[config.mk]
export PLATFORM = sky130hd
export DESIGN_NAME = instr_fetch
export DESIGN_NICKNAME = d
export VERILOG_FILES = /design/src/rtl/instr_fetch.sv
export SDC_FILE = /design/constraint.sdc
export NUM_CORES = 1
export LEC_CHECK = 0
export ABC_AREA = 1
export CORE_MARGIN = 2
export CORE_UTILIZATION = 50
export CTS_BUF_LIST = sky130_fd_sc_hd__clkbuf_16
export DETAILED_ROUTE_END_ITERATION = 8
export PLACE_DENSITY = 0.76
export SYNTH_ARGS = -nofsm -noshare
export SYNTH_HDL_FRONTEND = slang
export SYNTH_SLANG_ARGS = --single-unit
[constraint.sdc]
create_clock -name clk -period 2.1 [get_ports clk]
set_input_delay 0.21 -clock clk [delete_from_list [all_inputs] [get_ports clk]]
set_output_delay 0.21 -clock clk [all_outputs]
set_load 0.005 [all_outputs]
[src/rtl/instr_fetch.sv]
// -----------------------------------------------------------------------------
// instr_fetch -- instruction fetch stage of the single-clock CPU.
//
// Keeps the program counter, reads a synchronous-read instruction memory and
// presents each fetched 16-bit instruction in a registered output, together
// with the address it came from. A one-entry skid register catches the read
// that is already in flight when a downstream stall begins, so no instruction
// is lost and there is no bubble when the stall ends. A redirect (branch or
// jump taken) loads a new PC and discards anything in flight.
//
// Ports:
//   clk          in   sole clock, rising edge
//   rst_n        in   asynchronous active-low reset
//   stall        in   downstream not accepting; freezes outputs and PC
//   redirect     in   load redirect_pc into the PC; wins over stall
//   redirect_pc  in   [ADDR_W-1:0] branch/jump target
//   imem_req     out  instruction-memory read strobe
//   imem_addr    out  [ADDR_W-1:0] read address (the PC register)
//   imem_rdata   in   [15:0] read data, valid the cycle after imem_req
//   instr        out  [15:0] registered fetched instruction
//   opcode       out  [1:0]  instr[15:14]
//   immediate    out  [13:0] instr[13:0], feeds sign_extend.immediate_in
//   pc_out       out  [ADDR_W-1:0] address instr was fetched from
//   instr_valid  out  instr/pc_out hold a valid instruction
// -----------------------------------------------------------------------------
module instr_fetch #(
  parameter int unsigned          ADDR_W   = 16,
  parameter logic [ADDR_W-1:0]    RESET_PC = '0
) (
  input  logic              clk,
  input  logic              rst_n,
  input  logic              stall,
  input  logic              redirect,
  input  logic [ADDR_W-1:0] redirect_pc,
  output logic              imem_req,
  output logic [ADDR_W-1:0] imem_addr,
  input  logic [15:0]       imem_rdata,
  output logic [15:0]       instr,
  output logic [1:0]        opcode,
  output logic [13:0]       immediate,
  output logic [ADDR_W-1:0] pc_out,
  output logic              instr_valid
);

  // Program counter and the read currently in flight.
  logic [ADDR_W-1:0] pc_q, pc_d;
  logic              pending_q, pending_d;
  logic [ADDR_W-1:0] pending_pc_q, pending_pc_d;

  // Output registers.
  logic [15:0]       instr_q, instr_d;
  logic [ADDR_W-1:0] pc_out_q, pc_out_d;
  logic              instr_valid_q, instr_valid_d;

  // Skid entry holding the read that completed during a stall.
  logic [15:0]       skid_instr_q, skid_instr_d;
  logic [ADDR_W-1:0] skid_pc_q, skid_pc_d;
  logic              skid_valid_q, skid_valid_d;

  logic              issue;

  // No request while stalled or redirecting. Gating with rst_n keeps the
  // strobe low for as long as reset is held.
  assign issue     = rst_n && !stall && !redirect;
  assign imem_req  = issue;
  assign imem_addr = pc_q;

  assign instr       = instr_q;
  assign opcode      = instr_q[15:14];
  assign immediate   = instr_q[13:0];
  assign pc_out      = pc_out_q;
  assign instr_valid = instr_valid_q;

  always_comb begin
    // NOTE: every variable gets a hold default before any branch, so no path
    // leaves one unassigned and no latch is inferred.
    pc_d          = pc_q;
    pending_d     = 1'b0;
    pending_pc_d  = pending_pc_q;
    instr_d       = instr_q;
    pc_out_d      = pc_out_q;
    instr_valid_d = instr_valid_q;
    skid_instr_d  = skid_instr_q;
    skid_pc_d     = skid_pc_q;
    skid_valid_d  = skid_valid_q;

    if (redirect) begin
      // Drop the in-flight read and any skid entry; instr/pc_out keep their
      // stale contents but are marked invalid.
      pc_d          = redirect_pc;
      skid_valid_d  = 1'b0;
      instr_valid_d = 1'b0;
    end else if (stall) begin
      // Outputs and PC frozen. The read issued last cycle lands now and would
      // be lost, so park it in the skid register.
      if (pending_q) begin
        skid_instr_d = imem_rdata;
        skid_pc_d    = pending_pc_q;
        skid_valid_d = 1'b1;
      end
    end else begin
      // The skid entry is older than any pending read, so it goes first. The
      // two are never both set here because nothing is issued while stalled.
      if (skid_valid_q) begin
        instr_d       = skid_instr_q;
        pc_out_d      = skid_pc_q;
        instr_valid_d = 1'b1;
        skid_valid_d  = 1'b0;
      end else if (pending_q) begin
        instr_d       = imem_rdata;
        pc_out_d      = pending_pc_q;
        instr_valid_d = 1'b1;
      end else begin
        instr_valid_d = 1'b0;
      end
      pc_d         = pc_q + ADDR_W'(1);  // all-ones wraps to zero
      pending_d    = 1'b1;
      pending_pc_d = pc_q;
    end
  end

  // NOTE: sequential state uses non-blocking assignments so every flop samples
  // the pre-edge value of the others, independent of statement order.
  always_ff @(posedge clk or negedge rst_n) begin
    if (!rst_n) begin
      // NOTE: the skid and pending-address registers are reset as well even
      // though their valid bits already qualify them; this keeps every output
      // and internal value deterministic straight out of reset.
      pc_q          <= RESET_PC;
      pending_q     <= 1'b0;
      pending_pc_q  <= '0;
      instr_q       <= '0;
      pc_out_q      <= '0;
      instr_valid_q <= 1'b0;
      skid_instr_q  <= '0;
      skid_pc_q     <= '0;
      skid_valid_q  <= 1'b0;
    end else begin
      pc_q          <= pc_d;
      pending_q     <= pending_d;
      pending_pc_q  <= pending_pc_d;
      instr_q       <= instr_d;
      pc_out_q      <= pc_out_d;
      instr_valid_q <= instr_valid_d;
      skid_instr_q  <= skid_instr_d;
      skid_pc_q     <= skid_pc_d;
      skid_valid_q  <= skid_valid_d;
    end
  end

endmodule
== Word-level counts from Yosys, hierarchy flattened ==
Cells that the tools add are included.

* Register bits after elaboration: 99
* Input bits: 36
* Output and inout port bits: 66
* Logic and storage cells: 37

* $add $sub $neg: 1
* Eq/ne operators: 2
* Mux-type cells: 15
* Bitwise gates (word level): 2
* Reduce and logical (&&, ||, !) cells: 8

{| class="wikitable"
|+ Operators with widths
! kind !! count
|-
| $mux 16 || 6
|-
| $add 16x1->16 const B || 1
|-
| $mux 1 || 9
|-
| $reduce_and 3->1 || 2
|-
| $ne 3x1->1 const B || 1
|-
| $logic_and 1x1->1 || 2
|-
| $logic_not 1->1 || 2
|-
| $ne 2x1->1 const B || 1
|-
| $not 1->1 || 2
|-
| $reduce_and 2->1 || 1
|-
| $reduce_bool 2->1 || 1
|}

== Logic depth before layout (Yosys ltp) ==
Gate-level depths: netlist (run 1).

* Depth after elaboration: 4
* Gate-level depth with buffers: 8
* Gate-level depth less buffers: 8

== Worst setup path before layout (run 1) ==
No wires, ideal clock.

* Path kind: register -> register
* From: register pc_q[1] (netlist: imem_addr[1])
* To: register pc_q[10] (netlist: imem_addr[10])
* Library setup time: 0.119 ns
* Arrival: 1.205 ns
* Data required time: 1.981 ns
* Setup slack: 0.777 ns
* Cell stages (with the launch flop): 9
* Path buffers: 0
* Clock period less this slack: 1.323 ns
* Cell sequence: dfrtp_1 -> ha_1 -> nand3_1 -> inv_1 -> nand2_1 -> nor2_1 -> nor2_1 -> nor2_1 -> nand2_1

* Word-level cells in the longest chain between the ends: 3

{| class="wikitable"
|+ Ends and longest elaborated chain
! element !! RTL line !! source
|-
| from (decl) || 46 || <nowiki>logic [ADDR_W-1:0] pc_q, pc_d;</nowiki>
|-
| from (signal assigned) || 139 || <nowiki>pc_q <= pc_d;</nowiki>
|-
| $add 16x1->16 || 116 || <nowiki>pc_d = pc_q + ADDR_W'(1);</nowiki>
|-
| $mux 16 || 93 || <nowiki>end else if (stall) begin</nowiki>
|-
| $mux 16 || 87 || <nowiki>if (redirect) begin</nowiki>
|}

No other way between the ends. The select of a mux whose other input is x is not followed.
A chain may end at the register's enable or synchronous reset.

== Final worst setup path (run 1) ==
* From: input port redirect
* To: output port imem_req

* Word-level cells in the longest chain between the ends: 2

{| class="wikitable"
|+ Ends and longest elaborated chain
! element !! RTL line !! source
|-
| from (decl) || 33 || <nowiki>input logic redirect,</nowiki>
|-
| $logic_not 1->1 || 64 || <nowiki>assign issue = rst_n && !stall && !redirect;</nowiki>
|-
| $logic_and 1x1->1 || 64 ||
|-
| to (decl) || 35 || <nowiki>output logic imem_req,</nowiki>
|}

No other way between the ends.

==> metrics, run 1 <==
outcome=complete, no violations; WL/cell=13.5 um; worst vdd ir=0.000410 V; Synth top area share=51.8%; Initial Utilization=51.7%; largest net degree at the start of global routing=65; R2R cell count=8; Die Y=102 um; pin slew with the least headroom to its limit=0.655 ns; CP Data Required Time=1.89 ns; Netlist cell types=27; Simple-Gate Fraction of Synth Area=23.1%; crit path DAT=1.59 ns; max-slew violation count=0; CP Capture Type=output pin; CTS root buf=clkbuf_16; initial antenna violation count=0; total track usage=22.0%; post-synthesis mux area share=0%; PortBufs=101; hold_buf cts=0; # resized after CTS=0; Routed WL=10,700 um; Total Die Area=10,400 sq um; Syn Nets=608; DRT antenna net count=0; Pwr Density=898 nW/um^2; GRT busiest layer=met2; Placed Cells=772; post-synthesis cell count=571; diodes inserted=0; Worst Skew=0.00587 ns; Setup WS pre-CTS=0.216 ns; Synth area leader=dfrtp_1; leakage power=0.00292 uW; Max-Slew Margin vs Limit=56.3%; post-synthesis sequential element count=99; Crit Path Class=in2out; final setup TNS=0 ns; Syn Area/Cell=8.37 sq um; startpoint types=primary input; first-pass GRT wire length=18,000 um; First DRT Iteration DRCs=246; slowest stage delay, CP=0.53 ns; Ys Warns=0; crit path time final=1.80 ns; Clk pin slew, worst setup/hold paths=0.06 ns; maximum clock rate=557 MHz; grt met3 use=3.66%; DR vias/cell=5.07; number of global-route vias before repair=3,846; Post-synth ARST share=100%; Worst R2R Start=imem_addr[1]; area grow syn2layout=27.3%; xor and xnor area share after synthesis=0.183%; met1 GRT Util=30.8%; register-to-register setup slack=0.50 ns; Chip Width=102 um; top_reg_cell synth=dfrtp_1; Syn Std Cell Area=4780 sq um; total grt overflow=0; cell area after layout=6080 sq um; Core ar.=9240 sq um; Final Hold Violating Endpoints=0; CTS tree=done; top cells by count, synth=nand2_1 (213), dfrtp_1 (99), inv_1 (53); Layout Cells excl Fill=788; fin crit share=85.5%; synth top area cells=dfrtp_1 (52%), nand2_1 (17%), o21ai_2 (5.9%); routing usage on met2=35.1%; Row Count=35; DR vias=3,995; Min-Delay Path Class=in2async; top-count cell post-synth=nand2_1; Setup-failing EPs final=0; RSZ-0062 raised after global routing=false; H-tree levels=3; overall power=5460 uW; CP Max Fanout=8; Compound-Gate Fraction of Synth Area=13.6%; crit-path cells=clkdlybuf4s50_1, nor2_8, inv_4, nor2_1, clkdlybuf4s50_1; # nets final=691; CP most frequent cell=clkdlybuf4s50_1; max-cap check violation count=0; EDFF count, synth=0; Num CTS Buffers=9; share of layout cells above drive strength 1=10.5%; post-CTS setup buffers=0; RePlAce Congestion=0.889; worst r2r dst=imem_addr[10]; synthesized-area fraction occupied by adder cells=0.262%; Sink Count=99; IO Pins=102; slowest CP cell=clkdlybuf4s50_1; main combinational cell family by area after synthesis=simple AND/OR/NAND/NOR gates; DP HPWL=7360 um; clk buf depth=2; drt pass-1 iters=7; Worst-Skew Late Latency=0.34 ns; register area share after synthesis=51.8%; DRC=0; final setup margin=0.304 ns; Post-DP Area=5770 sq um
-- routing by layer --
layer / vias to the layer above / part of all wire [%]
li1: 1948 / -
met1: 1905 / 46
met3: 10 / 5.9
met2: 132 / 48
met5: - / 0
met4: 0 / 0.94
-- per-stage QoR --
step	utilization [%]	hold slack [ns]
final	65.8	0.0294
after CTS	65.8	0.0613
after global routing	65.8	0.0899
after detailed placement	62.4	0.416
after floorplan	-	-0.0856
after global placement	62.4	0.408
-- logic make-up after synthesis --
group,Yosys count
AOI/OAI and AO/OA,101
xor gates and xnor gates,1
adders and majority gates,1
buffers and inverters,97
DFF,99
and+or+nand+nor,272
-- state kept, by name, indices dropped and copies added (netlist names) --
name          cells
imem_addr        16
instr            16
instr_valid       1
pc_out           16
pending_pc_q     16
pending_q         1
skid_instr_q     16
skid_pc_q        16
skid_valid_q      1
-- worst max-delay path by stage --
| stage | from | to | slack [ns] | cells after the start |
|---|---|---|---|---|
| floorplan | imem_addr[1] | imem_addr[10] | 0.78 | 8 |
| global placement | stall | skid_instr_q[6] | 0.24 | 8 |
| finish | redirect | imem_req | 0.30 | 5 |
| detailed placement | stall | skid_instr_q[0] | 0.22 | 8 |
| global route | redirect | imem_req | 0.23 | 5 |
| CTS | redirect | imem_req | 0.30 | 5 |
-- power by group --
| group | leakage (uW) | internal (uW) | switching (uW) |
|---|---|---|---|
| clock network | 0.000151 | 1040 | 700 |
| logic | 0.00154 | 689 | 545 |
| registers | 0.00123 | 2260 | 230 |
-- layout by cell type, fill, tap and decap left out, drive strengths merged --
master,instances
nand2,215
clkdlybuf4s50,100
dfrtp,99
o21ai,79
inv,57
nor2,34
nand3,19
a21oi,13
buf,12
clkbuf,9
clkinv,4
nand4,3
o211ai,3
o21bai,2
a22oi,2
bufinv,2
o31ai,1
nor3,1
xnor2,1
o21a,1
ha,1
clkinvlp,1
-- worst max-delay path: cells and delay by family --
family | cells | cell delay, ns
AND/OR/NAND/NOR | 2 | 0.27
buffers and inverters | 3 | 1.10
-- final cells by class --
class	count	area [sq um]
inverter	57	221
tap	129	161
fill	767	3160
multi-input combinational	375	1780
clock inverter	7	92.6
timing repair buffer	112	1130
clock buffer	9	225
sequential	99	2480
Note: power is estimated with default switching activity, not from simulation.
==> inputs of run 2 (changes only) <==
CORE_MARGIN = unset   (was 2)
clock period = 2.3 ns   (was 2.1 ns; I/O delays follow)
==> run 2 against run 1 <==
Clock power down 14%. Sequential power shrank 9.2%. Global-route usage up 0.085 points. Sequential share of layout area rose by 0.24 points. Final cell count unchanged. Critical path type unchanged.
==> metrics, run 2 (same netlist as run 1, synthesis figures left out) <==
worst vdd ir=0.000401 V; maximum clock rate=520 MHz; worst r2r dst=imem_addr[10]; largest net degree at the start of global routing=65; IO Pins=102; DR vias=3,867; area grow syn2layout=26.6%; RePlAce Congestion=0.877; register share of total power=46.5%; CP Capture Type=output pin; first-pass GRT wire length=17,200 um; H-tree levels=3; clock power share=30.5%; Worst R2R Start=imem_addr[1]; sw power=1340 uW; total grt overflow=0; number of global-route vias before repair=3,600; max-slew violation count=0; Setup-failing EPs final=0; Internal Power=3530 uW; share of layout cells above drive strength 1=10.5%; Pwr Density=805 nW/um^2; Die Y=99.8 um; Min-Delay Path Class=in2async; Initial Utilization=51.7%; cell area after layout=6050 sq um; Core ar.=9240 sq um; post-CTS setup buffers=0; CTS tree=done; Final Hold Violating Endpoints=0; Worst Skew=0.0107 ns; startpoint types=primary input; crit path DAT=1.69 ns; Routed WL=10,200 um; initial antenna violation count=0; Clk pin slew, worst setup/hold paths=0.07 ns; DR vias/cell=4.91; drt pass-1 iters=5; DP HPWL=7050 um; sw frac=27.5%; Row Count=35; commonest non-fill, non-tap cell in the layout=nand2_1; max-cap check violation count=0; Num CTS Buffers=9; diodes inserted=0; CP Data Required Time=2.07 ns; final setup TNS=0 ns; outcome=complete, no violations; fin crit share=83.6%; DRC=0; share of total power in combinational logic=23.0%; register-to-register setup slack=0.70 ns; DRT antenna net count=0; Chip Width=99.8 um; RSZ-0062 raised after global routing=false; most frequent cells in the layout=nand2_1 (213), clkdlybuf4s50_1 (100), dfrtp_1 (98); pin slew with the least headroom to its limit=0.626 ns; leakage power=0.00291 uW; Total Die Area=9950 sq um; WL/cell=13.0 um; First DRT Iteration DRCs=184; Max-Slew Margin vs Limit=58.3%; Crit Path Class=in2out; CTS root buf=clkbuf_16; R2R cell count=8; PortBufs=101; hold_buf cts=0; # nets final=691; total track usage=22.1%; Worst-Skew Late Latency=0.34 ns; CP Max Fanout=5; Sink Count=99; crit path time final=1.92 ns; clk buf depth=2; WHS=0.0609 ns; # resized after CTS=0; Post-DP Area=5750 sq um
==> run 2: how the worst max path moves through the flow <==
stage	depth (start not counted)	slack, ns	endpoint	startpoint
after floorplan	8	0.98	imem_addr[10]	imem_addr[1]
after global placement	5	0.37	imem_req	stall
after detailed placement	8	0.35	instr[1]	stall
after CTS	5	0.35	imem_req	stall
after global routing	5	0.29	imem_req	stall
final	5	0.38	imem_req	stall
==> run 2: metal layers <==
layer / vias to the layer above / global-route usage (%) / wire length, um / share of wire (%)
li1: 1938 / - / - / -
met1: 1803 / 30.7 / 4870 / 48
met2: 115 / 35.1 / 4700 / 46
met3: 11 / 3.58 / 509 / 5.0
met4: 0 / 7.81 / 158 / 1.5
met5: - / 0 / 0 / 0
==> run 2: critical path: stages <==
cell and delay, ns:
clkdlybuf4s50_1 0.58, nor2_8 0.17, inv_4 0.04, nor2_1 0.14
clkdlybuf4s50_1 0.53
==> run 2: area by class of cell <==
cell class                 instances  area, sq um
multi-input combinational        375         1780
timing repair buffer             112         1120
inverter                          57          221
sequential                        99         2480
fill                             803         3190
clock buffer                       9          225
clock inverter                     7         70.1
tap                              129          161
==> run 2: metrics by stage <==
step / cells / setup WS (ns) / total power [uW] / utilization (%)
floorplan: 571 / 0.977 / 2840 / -
global placement: 772 / 0.375 / 3380 / 62.3
detailed placement: 772 / 0.354 / 3420 / 62.3
CTS: 788 / 0.352 / 4920 / 65.5
global route: 788 / 0.293 / 5150 / 65.5
finish: 788 / 0.376 / 4870 / 65.5
==> run 2: power by group through the flow <==
stage	sequential, uW	clock (uW)	combinational (uW)
floorplan	2270	0	570
detailed placement	2290	0	1130
global placement	2280	0	1100
finish	2260	1490	1120
global route	2310	1590	1250
CTS	2270	1520	1130
==> inputs of run 3 (changes only) <==
clock period = 1.8 ns   (was 2.3 ns; I/O delays follow)
==> run 3 against run 2 <==
Sequential power rose by 28%. Setup slack lost 0.31 ns. Die area is the same. Sequential cell count unchanged. Clock power increased by 28%.
==> metrics, run 3 (same netlist as run 1, synthesis figures left out) <==
Die Y=99.8 um; DP HPWL=6940 um; First DRT Iteration DRCs=218; largest net degree at the start of global routing=100; max-cap check violation count=0; Initial Utilization=51.7%; CP Capture Type=output pin; final setup TNS=0 ns; Final Hold Violating Endpoints=0; pin slew with the least headroom to its limit=0.532 ns; sw frac=27.5%; register share of total power=46.3%; initial antenna violation count=0; max-slew violation count=0; Sink Count=99; RePlAce Congestion=0.858; Min-Delay Path Class=in2reg; RSZ-0062 raised after global routing=false; Row Count=35; CTS tree=done; WL/cell=13.0 um; Worst-Skew Late Latency=0.34 ns; outcome=complete, no violations; fin crit share=96.4%; share of total power in combinational logic=23.1%; leakage power=0.00292 uW; Pwr Density=1030 nW/um^2; crit path DAT=1.55 ns; crit path time final=1.73 ns; CP Max Fanout=2; maximum clock rate=576 MHz; Post-DP Area=5770 sq um; diodes inserted=0; share of layout cells above drive strength 1=10.6%; Internal Power=4530 uW; # nets final=691; DRT antenna net count=0; H-tree levels=3; PortBufs=101; overall power=6240 uW; area grow syn2layout=27.4%; worst vdd ir=0.000550 V; clock power share=30.6%; CP Data Required Time=1.62 ns; commonest non-fill, non-tap cell in the layout=nand2_1; Worst Skew=0.00917 ns; DR vias=3,856; number of global-route vias before repair=3,705; Routed WL=10,300 um; Max-Slew Margin vs Limit=64.5%; DR vias/cell=4.89; Crit Path Class=in2out; CTS root buf=clkbuf_16; sw power=1710 uW; IO Pins=102; first-pass GRT wire length=17,300 um; Setup-failing EPs final=0; cell area after layout=6090 sq um; total grt overflow=0; utilization after layout=65.9%; Num CTS Buffers=9; Total Die Area=9950 sq um; DRC=0; Chip Width=99.8 um; total track usage=22.2%; Clk pin slew, worst setup/hold paths=0.07 ns; drt pass-1 iters=4; startpoint types=primary input; most frequent cells in the layout=nand2_1 (213), clkdlybuf4s50_1 (99), dfrtp_1 (98); clk buf depth=2; Core ar.=9240 sq um
run 3: worst paths after layout:
| path | start | endpoint | slack (ns) | cells past startpoint |
|---|---|---|---|---|
| min reg2reg | pc_out[12] | pc_out[12] | 0.47 | 2 |
| min in group asynchronous | rst_n | skid_pc_q[2] | 0.49 | 3 |
| min | redirect_pc[1] | imem_addr[1] | 0.40 | 3 |
| max | rst_n | imem_req | 0.07 | 5 |
| max in group asynchronous | rst_n | skid_valid_q | 0.89 | 3 |
| max reg2reg | imem_addr[1] | imem_addr[10] | 0.21 | 8 |
run 3: worst max-delay path, stage by stage:
cell             delay, ns
dlygate4sd3_1         0.53
buf_4                 0.15
inv_1                 0.07
nor2_1                0.10
clkdlybuf4s50_1       0.52
run 3: power by group through the flow:
stage          clock network [uW]  logic [uW]  registers (uW)
2_1_floorplan                   0         728            2900
3_3_place_gp                    0        1410            2910
3_5_place_dp                    0        1450            2930
4_1_cts                      1960        1460            2890
5_1_grt                      2050        1610            2950
6_report                     1910        1440            2890
run 3: cell type report:
cell class	instances	area, sq um
fillers	761	3150
flip-flops and latches	99	2480
multi-input cells	375	1780
repair buffers	112	1150
clock buffers	9	225
inverters	57	221
well taps	129	161
clock inverters	7	76.3
run 3: through the flow:
stage	hold slack (ns)	setup WS, ns	std cells
2_1_floorplan	-0.116	0.477	571
3_3_place_gp	0.340	0.0754	771
3_5_place_dp	0.329	0.0263	771
4_1_cts	0.403	0.0489	788
5_1_grt	0.430	0.0120	788
6_report	0.404	0.0651	788
run 3: layer usage:
layer | routed length, um | global-route usage (%)
met5 | 0 | 0
met4 | 175 | 7.24
met3 | 487 | 3.79
met2 | 4760 | 36.2
met1 | 4840 | 30.2
run 3: timing repair:
| action | in CTS | in global routing |
|---|---|---|
| endpoints found under the setup margin | 0 | 2 |
| setup buffers | 0 | 0 |
| hold buffers | 1 | 0 |
| hold endpoints to repair | 99 | 0 |
| resized for setup | 0 | 2 |
